<file path="src/rtl/store_pkg.sv">
// Shared types for the store packer: size encodings, the AdES code and the
// write-buffer entry layout.
package store_pkg;

  localparam int unsigned ENTRY_ADDR_W = 32;
  localparam int unsigned DATA_W       = 32;
  localparam int unsigned BE_W         = 4;

  typedef enum logic [1:0] {
    SZ_BYTE = 2'b00,
    SZ_HALF = 2'b01,
    SZ_WORD = 2'b10,
    SZ_ILL  = 2'b11
  } st_size_e;

  localparam logic [4:0] EXC_ADES = 5'd5;

  typedef struct packed {
    logic [ENTRY_ADDR_W-1:0] addr;
    logic [DATA_W-1:0]       wdata;
    logic [BE_W-1:0]         byteen;
  } store_entry_t;

endpackage

</file>
<file path="src/rtl/store_lane_pack.sv">
// Replicates right-aligned store data across byte lanes and derives the byte
// enables and the alignment fault for one store request.
module store_lane_pack
  import store_pkg::*;
(
  input  logic [1:0]        size,
  input  logic [1:0]        offset,
  input  logic [DATA_W-1:0] data,
  output logic [DATA_W-1:0] wdata,
  output logic [BE_W-1:0]   byteen,
  output logic              misaligned
);

  always_comb begin
    wdata      = data;
    byteen     = '0;
    misaligned = 1'b0;
    case (size)
      SZ_BYTE: begin
        wdata  = {4{data[7:0]}};
        byteen = 4'b0001 << offset;
      end
      SZ_HALF: begin
        wdata      = {2{data[15:0]}};
        byteen     = offset[1] ? 4'b1100 : 4'b0011;
        misaligned = offset[0];
      end
      SZ_WORD: begin
        byteen     = 4'b1111;
        misaligned = (offset != 2'b00);
      end
      default: misaligned = 1'b1;
    endcase
  end

endmodule

</file>
<file path="src/rtl/store_packer.sv">
// Store packer: aligns sb/sh/sw into word writes, buffers them in a small FIFO
// toward data memory and flags AdES. Define STORE_FWD_EN for store-to-load forwarding.
module store_packer
  import store_pkg::*;
#(
  parameter int unsigned DEPTH  = 2,
  parameter int unsigned ADDR_W = 32
) (
  input  logic              clk,
  input  logic              reset,
  input  logic              flush,
  input  logic              st_valid,
  output logic              st_ready,
  input  logic [ADDR_W-1:0] st_addr,
  input  logic [31:0]       st_data,
  input  logic [1:0]        st_size,
  output logic              st_exc,
  output logic [ADDR_W-1:0] st_exc_addr,
  output logic              mem_valid,
  input  logic              mem_ready,
  output logic [ADDR_W-1:0] mem_addr,
  output logic [31:0]       mem_wdata,
  output logic [3:0]        mem_byteen
`ifdef STORE_FWD_EN
  ,
  input  logic [ADDR_W-1:0] ld_addr,
  output logic              fwd_hit,
  output logic [31:0]       fwd_data,
  output logic [3:0]        fwd_byteen
`endif
);

  localparam int unsigned PTR_W = (DEPTH > 1) ? $clog2(DEPTH) : 1;
  localparam int unsigned CNT_W = $clog2(DEPTH + 1);

  store_entry_t      fifo [DEPTH];
  store_entry_t      head;
  logic [PTR_W-1:0]  wr_ptr;
  logic [PTR_W-1:0]  rd_ptr;
  logic [CNT_W-1:0]  count;

  logic [DATA_W-1:0] pk_wdata;
  logic [BE_W-1:0]   pk_byteen;
  logic              pk_mis;
  logic              full;
  logic              accept;
  logic              push;
  logic              pop;

  store_lane_pack u_lane_pack (
    .size       (st_size),
    .offset     (st_addr[1:0]),
    .data       (st_data),
    .wdata      (pk_wdata),
    .byteen     (pk_byteen),
    .misaligned (pk_mis)
  );

  assign full     = (count == CNT_W'(DEPTH));
  assign st_ready = !full;
  assign accept   = st_valid && st_ready;
  assign push     = accept && !pk_mis && !flush;
  assign pop      = mem_valid && mem_ready;

  assign head       = fifo[rd_ptr];
  assign mem_valid  = (count != '0);
  assign mem_addr   = ADDR_W'(head.addr);
  assign mem_wdata  = head.wdata;
  assign mem_byteen = head.byteen;

  // Buffer storage and occupancy; flush wins over any push in the same cycle.
  always_ff @(posedge clk or negedge reset) begin
    if (!reset) begin
      for (int unsigned i = 0; i < DEPTH; i++) fifo[i] <= '0;
      wr_ptr <= '0;
      rd_ptr <= '0;
      count  <= '0;
    end else if (flush) begin
      wr_ptr <= '0;
      rd_ptr <= '0;
      count  <= '0;
    end else begin
      if (push) begin
        fifo[wr_ptr] <= '{addr:   ENTRY_ADDR_W'({st_addr[ADDR_W-1:2], 2'b00}),
                          wdata:  pk_wdata,
                          byteen: pk_byteen};
        wr_ptr <= wr_ptr + PTR_W'(1);
      end
      if (pop) rd_ptr <= rd_ptr + PTR_W'(1);
      if (push && !pop)      count <= count + CNT_W'(1);
      else if (!push && pop) count <= count - CNT_W'(1);
    end
  end

  // Address-error report; the faulting address is held until the next fault.
  always_ff @(posedge clk or negedge reset) begin
    if (!reset) begin
      st_exc      <= 1'b0;
      st_exc_addr <= '0;
    end else begin
      st_exc <= accept && pk_mis;
      if (accept && pk_mis) st_exc_addr <= st_addr;
    end
  end

`ifdef STORE_FWD_EN
  logic [PTR_W-1:0]  fwd_idx;
  logic [ADDR_W-1:0] fwd_ent_addr;

  // Walk oldest to youngest so younger matches overwrite older lanes.
  always_comb begin
    fwd_data     = '0;
    fwd_byteen   = '0;
    fwd_idx      = '0;
    fwd_ent_addr = '0;
    for (int unsigned i = 0; i < DEPTH; i++) begin
      fwd_idx      = rd_ptr + PTR_W'(i);
      fwd_ent_addr = ADDR_W'(fifo[fwd_idx].addr);
      if ((CNT_W'(i) < count) && (((fwd_ent_addr ^ ld_addr) >> 2) == '0)) begin
        for (int unsigned b = 0; b < BE_W; b++) begin
          if (fifo[fwd_idx].byteen[b]) fwd_data[8*b +: 8] = fifo[fwd_idx].wdata[8*b +: 8];
        end
        fwd_byteen = fwd_byteen | fifo[fwd_idx].byteen;
      end
    end
  end

  assign fwd_hit = |fwd_byteen;
`endif

endmodule

</file>
<file path="config.mk">
export PLATFORM = sky130hd
export DESIGN_NAME = store_packer
export DESIGN_NICKNAME = d
export VERILOG_FILES = /design/src/rtl/store_pkg.sv /design/src/rtl/store_lane_pack.sv /design/src/rtl/store_packer.sv
export SDC_FILE = /design/constraint.sdc
export NUM_CORES = 1
export LEC_CHECK = 0
export CAP_MARGIN = 40
export CORE_ASPECT_RATIO = 1.1
export CORE_MARGIN = 2
export CORE_UTILIZATION = 51
export CTS_CLUSTER_DIAMETER = 200
export DETAILED_ROUTE_END_ITERATION = 12
export PLACE_DENSITY = 0.85
export SLEW_MARGIN = 20
export SYNTH_ARGS = -nofsm -noshare
export SYNTH_HDL_FRONTEND = slang
export SYNTH_HIERARCHICAL = 1
export SYNTH_SLANG_ARGS = --single-unit
</file>
<file path="constraint.sdc">
create_clock -name clk -period 2.1 [get_ports clk]
set_input_delay 0.315 -clock clk [delete_from_list [all_inputs] [get_ports clk]]
set_output_delay 0.315 -clock clk [all_outputs]
set_load 0.01 [all_outputs]
</file>
== Yosys cells after proc, flatten, opt, wreduce, memory -nomap -nowiden ==
Index checks and enable logic that the tools add are counted.
W data, S select, Z words.

* Output and inout port bits: 103
* Register bits after elaboration: 173
* Word-level logic and storage cells: 62
* Input port bits: 71

* Equality and inequality tests: 3
* Bitwise operators: 3
* Magnitude comparators: 3
* $add $sub $neg: 4
* Reductions and logical operators: 20
* Shift operators: 1
* Mux-type cells: 17

{| class="wikitable"
|+ Operator list
! cell !! number
|-
| $mux W68 || 4
|-
| $bwmux W136 || 1
|-
| $demux W68 S1 || 1
|-
| $pmux W32 S2 || 1
|-
| $pmux W4 S3 || 1
|-
| $logic_and A1 B1 Y1 || 8
|-
| $reduce_bool A2 Y1 || 4
|-
| $mux W2 || 3
|-
| $logic_not A1 Y1 || 5
|-
| $eq A2 B2 Y1 const B || 2
|-
| $ge A2 B2 Y1 const B || 2
|-
| $mux W1 || 4
|-
| $mux W4 || 1
|-
| $not A1 Y2 || 2
|-
| $shl A1 B2 Y4 const A || 1
|-
| $pmux W1 S3 || 1
|-
| $reduce_bool A3 Y1 || 1
|-
| $add A1 B1 Y1 const B || 2
|-
| $add A2 B1 Y2 const B || 1
|-
| $eq A2 B1 Y1 const B || 1
|-
| $logic_not A2 Y1 || 1
|-
| $lt A2 B1 Y1 const B || 1
|-
| $reduce_and A2 Y1 || 1
|-
| $sub A2 B1 Y2 const B || 1
|-
| $not A1 Y1 || 1
|}

== Longest topological paths before layout ==
* Depth after elaboration: 10
* Gate-level depth with buffers: 9
* Mapped depth without buffers: 5

== Modules after synthesis ==
The synthesis kept the hierarchy.

{| class="wikitable"
|+ By module, submodules not included
! module !! sequential area each (um^2) !! area each (um^2) !! instances !! cells each
|-
| store_packer || 4,229.1 || 7,303.3 || 1 || 449
|-
| store_lane_pack || 0.0 || 574.3 || 1 || 68
|}

== Worst setup path before layout ==
No wires, ideal clock.

* Path type: input to register
* Start point: in st_size[0]
* End point: reg fifo[106] (netlist name)
* Data arrival time: 2.091 ns
* Stages: 9
* Setup time: 0.125 ns
* Required time: 1.975 ns
* Path slack: -0.116 ns
* Path buffers: 4
* Cells stage by stage: buf_6 -> buf_12 -> nor3_1 -> nor2_1 -> nand2b_1 -> or4_4 -> buf_6 -> buf_6 -> mux2_4

* Word-level cells in the longest chain between the ends: 6
* Elaborated cells between the ends (all ways): 8
* Classes of those cells: eq/ne: 2; mux: 1; reduce/logical: 5

{| class="wikitable"
|+ Ends and longest elaborated chain
! item !! line !! text
|-
| start, declared || store_packer.sv:16 || <nowiki>input logic [1:0] st_size,</nowiki>
|-
| $eq A2 B2 Y1, or another cell as far along || store_lane_pack.sv:18 || <nowiki>case (size)</nowiki>
|-
| $pmux W1 S3 * || store_lane_pack.sv:18 ||
|-
| via pk_mis || store_packer.sv:44 || <nowiki>logic pk_mis;</nowiki>
|-
| $logic_not A1 Y1 * || store_packer.sv:62 || <nowiki>assign push = accept && !pk_mis && !flush;</nowiki>
|-
| $logic_and A1 B1 Y1 * (2 in series) || store_packer.sv:62 ||
|-
| $reduce_and A2 Y1 (no line) * || -- ||
|-
| end signal, assigned by index || store_packer.sv:84 || <nowiki>fifo[wr_ptr] <= '{addr: ENTRY_ADDR_W'({st_addr[ADDR_W-1:2], 2'b00}),</nowiki>
|-
| end, declared || store_packer.sv:36 || <nowiki>store_entry_t fifo [DEPTH];</nowiki>
|}

The timed path passes the listed nets; every way through them passes the cells marked *.
A chain may end at the register's enable or synchronous reset.

== Worst setup path in the final report ==
* Start point: reg rd_ptr
* End point: out mem_wdata[7]

* Word-level cells in the longest chain between the ends: 4

{| class="wikitable"
|+ Ends and longest elaborated chain
! item !! line !! text
|-
| start, declared || store_packer.sv:39 || <nowiki>logic [PTR_W-1:0] rd_ptr;</nowiki>
|-
| start signal, assigned || store_packer.sv:89 || <nowiki>if (pop) rd_ptr <= rd_ptr + PTR_W'(1);</nowiki>
|-
| $not A1 Y2 (not written as such) || store_packer.sv:65 || <nowiki>assign head = fifo[rd_ptr];</nowiki>
|-
| $mux W68 (not written as such) (3 in series) || store_packer.sv:65 ||
|-
| end, declared || store_packer.sv:22 || <nowiki>output logic [31:0] mem_wdata,</nowiki>
|}

No other way between the ends. The select of a mux whose other input is x is not followed.

==> results.md <==
* Nets@finish at 773
* # Max-Cap Violations at 0
* Port Buffers at 171
* Syn-to-layout area delta at 33.6%
* Clk sinks at 169
* Reg2Reg Setup Slack at 300 ps
* Reg-to-reg startpoint: count[1]
* CTS tree: built
* Max Freq at 474 MHz
* Worst reg-to-reg path cell count at 4
* Design Area, Final at 10500 µm²
* Fin util at 0.699
* Vias in the first global route at 5274
* Outcome: finished with violations
* Worst reg2reg endpoint: fifo[114]
* Die Ht at 134 µm
* Mapped Area at 7880 µm²
* Unrepaired setup endpoints after global routing: true
* Critical path endpoint: mem_wdata[7]
* Net Sw Frac at 0.256
* Ant. Diodes at 0
* Initial Utilization at 0.523
* Crit-path max FO at 10
* Synth area leader: dfrtp_1
* Clock slew at reported path FFs at 60 ps
* Cell-by-cell trace of the critical path: buf_4 -> buf_12 -> mux2_2 -> dlygate4sd2_1
* Die area at 16500 µm²
* GRT Overall Usage at 0.223
* Count of final max-slew check failures at 0
* Mapped Avg Cell Area at 15.2 µm²
* Final ANT Viol Nets at 0
* Internal power at 0.00816 W
* Crit path DAT at 1790 ps
* Combinational power share at 0.264
* Slowest cell on the critical path: dfrtp_2
* Met2 wire len at 8690 µm
* Metal-1 WL at 7640 µm
* Delay of the slowest critical-path stage at 450 ps
* I/O pin count at 174
* Pleak at 4.81 nW
* GP Congestion at 0.856
* Setup crit end kind: output pin
* DR WL/cell at 19.6 µm
* Setup TNS at -31.6 ps
* Vias/cell at 5.38
* Endpoints failing hold at 0
* Clock tree root buffer cell: clkbuf_16
* Initial antenna violation count at 0
* Die span in x at 123 µm
* Total net switching power at 0.00281 W
* DR WL met3 at 1180 µm
* Area of the multi-input gates at 3380 µm²
* Startpoint Class: flip-flop
* Crit path kind: reg -> out
* Placed Area at 9880 µm²
* Part of the power in the clock network at 0.327
* CTS Buffer Depth at 2
* Top cell type's share of synthesized area at 0.537
* Final min period at 2110 ps
* Pre-CTS WS at -359 ps
* Worst setup startpoint: rd_ptr
* Yosys warnings at 6
* First-pass GRT wire length at 28100 µm
* Synthesized flop and latch total at 169
* Synth area leaders: dfrtp_1 (54%), mux2_2 (28%), mux2_4 (9.0%), mux2i_1 (1.4%), buf_4 (1.3%)
* DR iter-0 viols at 288
* Register area share after synthesis at 0.537
* Detailed placement HPWL at 12100 µm
* Worst-case clock skew at 3.39 ps
* Ratio of cells with drive above 1 in the final layout at 0.529
* Synthesized netlist cell count at 517
* Fill cells at 1005
* Final setup margin at -9.42 ps
* Core area at 15100 µm²
* Row count at 47
* Clk_lat worst skew at 420 ps
* WL final at 17800 µm
* Num CTS Buffers at 17
* Power per cell area at 1040 nW/µm²
* Violated checks: setup timing
* Yosys cell types at 30
* Reg area at 4230 µm²
* Worst min-delay path category: in -> async
* Max Used Layer: met4
* Final setup viols at 4
* Total global routing overflow at 0
* Tcrit/Tclk final at 1.00
* Register share of total power at 0.409
* Pin count of the biggest net entering global routing at 60
* Maximum vdd drop at 0.000558 V
* Residual DRC at 0
* Via count at 4901
* Req. time, crit path at 1780 ps
* Router iterations before antenna repair at 4
* H-tree depth at 4
-- worst min-delay path by stage --
stage / start / to
final: reset / st_exc_addr[15]
after global placement: reset / st_exc_addr[15]
after global routing: reset / fifo[122]
after floorplan: reset / count[0]
after detailed placement: reset / st_exc_addr[15]
after CTS: reset / st_exc_addr[15]
-- sequential cells by signal (all words and copies together), names as in the netlist --
register / flops
wr_ptr: 1
st_exc_addr: 32
count: 2
rd_ptr: 1
st_exc: 1
fifo: 132
-- cell usage after synthesis --
library cell	instances
a21oi_1	8
buf_1	3
buf_12	1
buf_2	10
buf_4	14
buf_6	9
clkbuf_1	4
conb_1	1
dfrtp_1	169
inv_1	2
mux2_2	199
mux2_4	47
mux2i_1	11
nand2_1	9
nand2b_1	2
nor2_1	3
nor2_8	1
nor2b_1	2
nor3_1	1
nor4b_2	1
nor4bb_1	1
o211ai_1	1
o21ai_0	10
o21ai_1	2
o21bai_1	1
o2bb2a_1	1
or2_2	1
or3_1	1
or4_4	1
xor2_1	1
-- layout by cell type (no fill, tap or decap), types with 2 or more instances in the layout --
cell type | Yosys | layout
clkbuf_16 | 0 | 21
clkbuf_2 | 0 | 37
clkbuf_8 | 0 | 3
dfrtp_1 | 169 | 168
clkinvlp_4 | 0 | 3
clkdlybuf4s50_1 | 0 | 103
mux2i_1 | 11 | 11
mux2_2 | 199 | 199
buf_2 | 10 | 19
bufinv_16 | 0 | 6
nand2_1 | 9 | 9
mux2_4 | 47 | 47
inv_1 | 2 | 2
o21ai_0 | 10 | 10
conb_1 | 1 | 2
buf_12 | 1 | 12
a21oi_1 | 8 | 8
buf_16 | 0 | 2
nor2_1 | 3 | 2
buf_6 | 9 | 2
o21ai_1 | 2 | 2
dlygate4sd2_1 | 0 | 10
buf_4 | 14 | 14
-- logic make-up after synthesis --
kind of cell | Yosys count | share of synthesized area
buffers and inverters | 43 | 0.0394
other | 1 | 0.000476
XOR/XNOR | 1 | 0.00111
AO/OA/AOI/OAI | 23 | 0.0159
AND/OR/NAND/NOR | 23 | 0.0183
multiplexers | 257 | 0.388
flip-flops | 169 | 0.537
-- area by class of cell --
type                    count  share of cell area
clock buffers              21              0.0447
clock inverters            11              0.0206
inverters                   2            0.000713
multi-input cells         306               0.321
flip-flops and latches    169               0.402
well taps                 196              0.0233
repair buffers            206               0.188
-- per-stage QoR --
stage          power (W)  std cells  hold slack (ps)
6_report          0.0110        911              373
5_1_grt           0.0115        911              401
4_1_cts           0.0111        906              358
3_5_place_dp     0.00772        867              248
3_3_place_gp     0.00757        867              244
2_1_floorplan    0.00614        518             19.4
-- critical path, delay by kind of cell (launching register included) --
kind,cells,cell delay (ps)
buf+inv,3,570
flops,1,450
mux,1,350
-- per-layer routing --
| layer | up-vias | GRT usage |
|---|---|---|
| li1 | 2208 | - |
| met5 | - | 0 |
| met3 | 27 | 0.0663 |
| met1 | 2508 | 0.287 |
| met4 | 0 | 0.0811 |
| met2 | 158 | 0.358 |
-- power groups by stage --
stage | clock network [W] | registers, W | logic [W]
after floorplan | 0 | 0.00445 | 0.00169
after global placement | 0 | 0.00447 | 0.00310
after detailed placement | 0 | 0.00453 | 0.00319
after CTS | 0.00365 | 0.00448 | 0.00300
after global routing | 0.00381 | 0.00459 | 0.00311
final | 0.00359 | 0.00448 | 0.00290
-- repair_timing --
action                     4_1_cts  5_1_grt
gates resized for setup        138       71
hold endpoints to repair        38        0
gates cloned                     2        4
hold buffers                     1        0
setup endpoints to repair       67       45
buffers inserted                 4        1
Power figures use the tool's default switching activity.
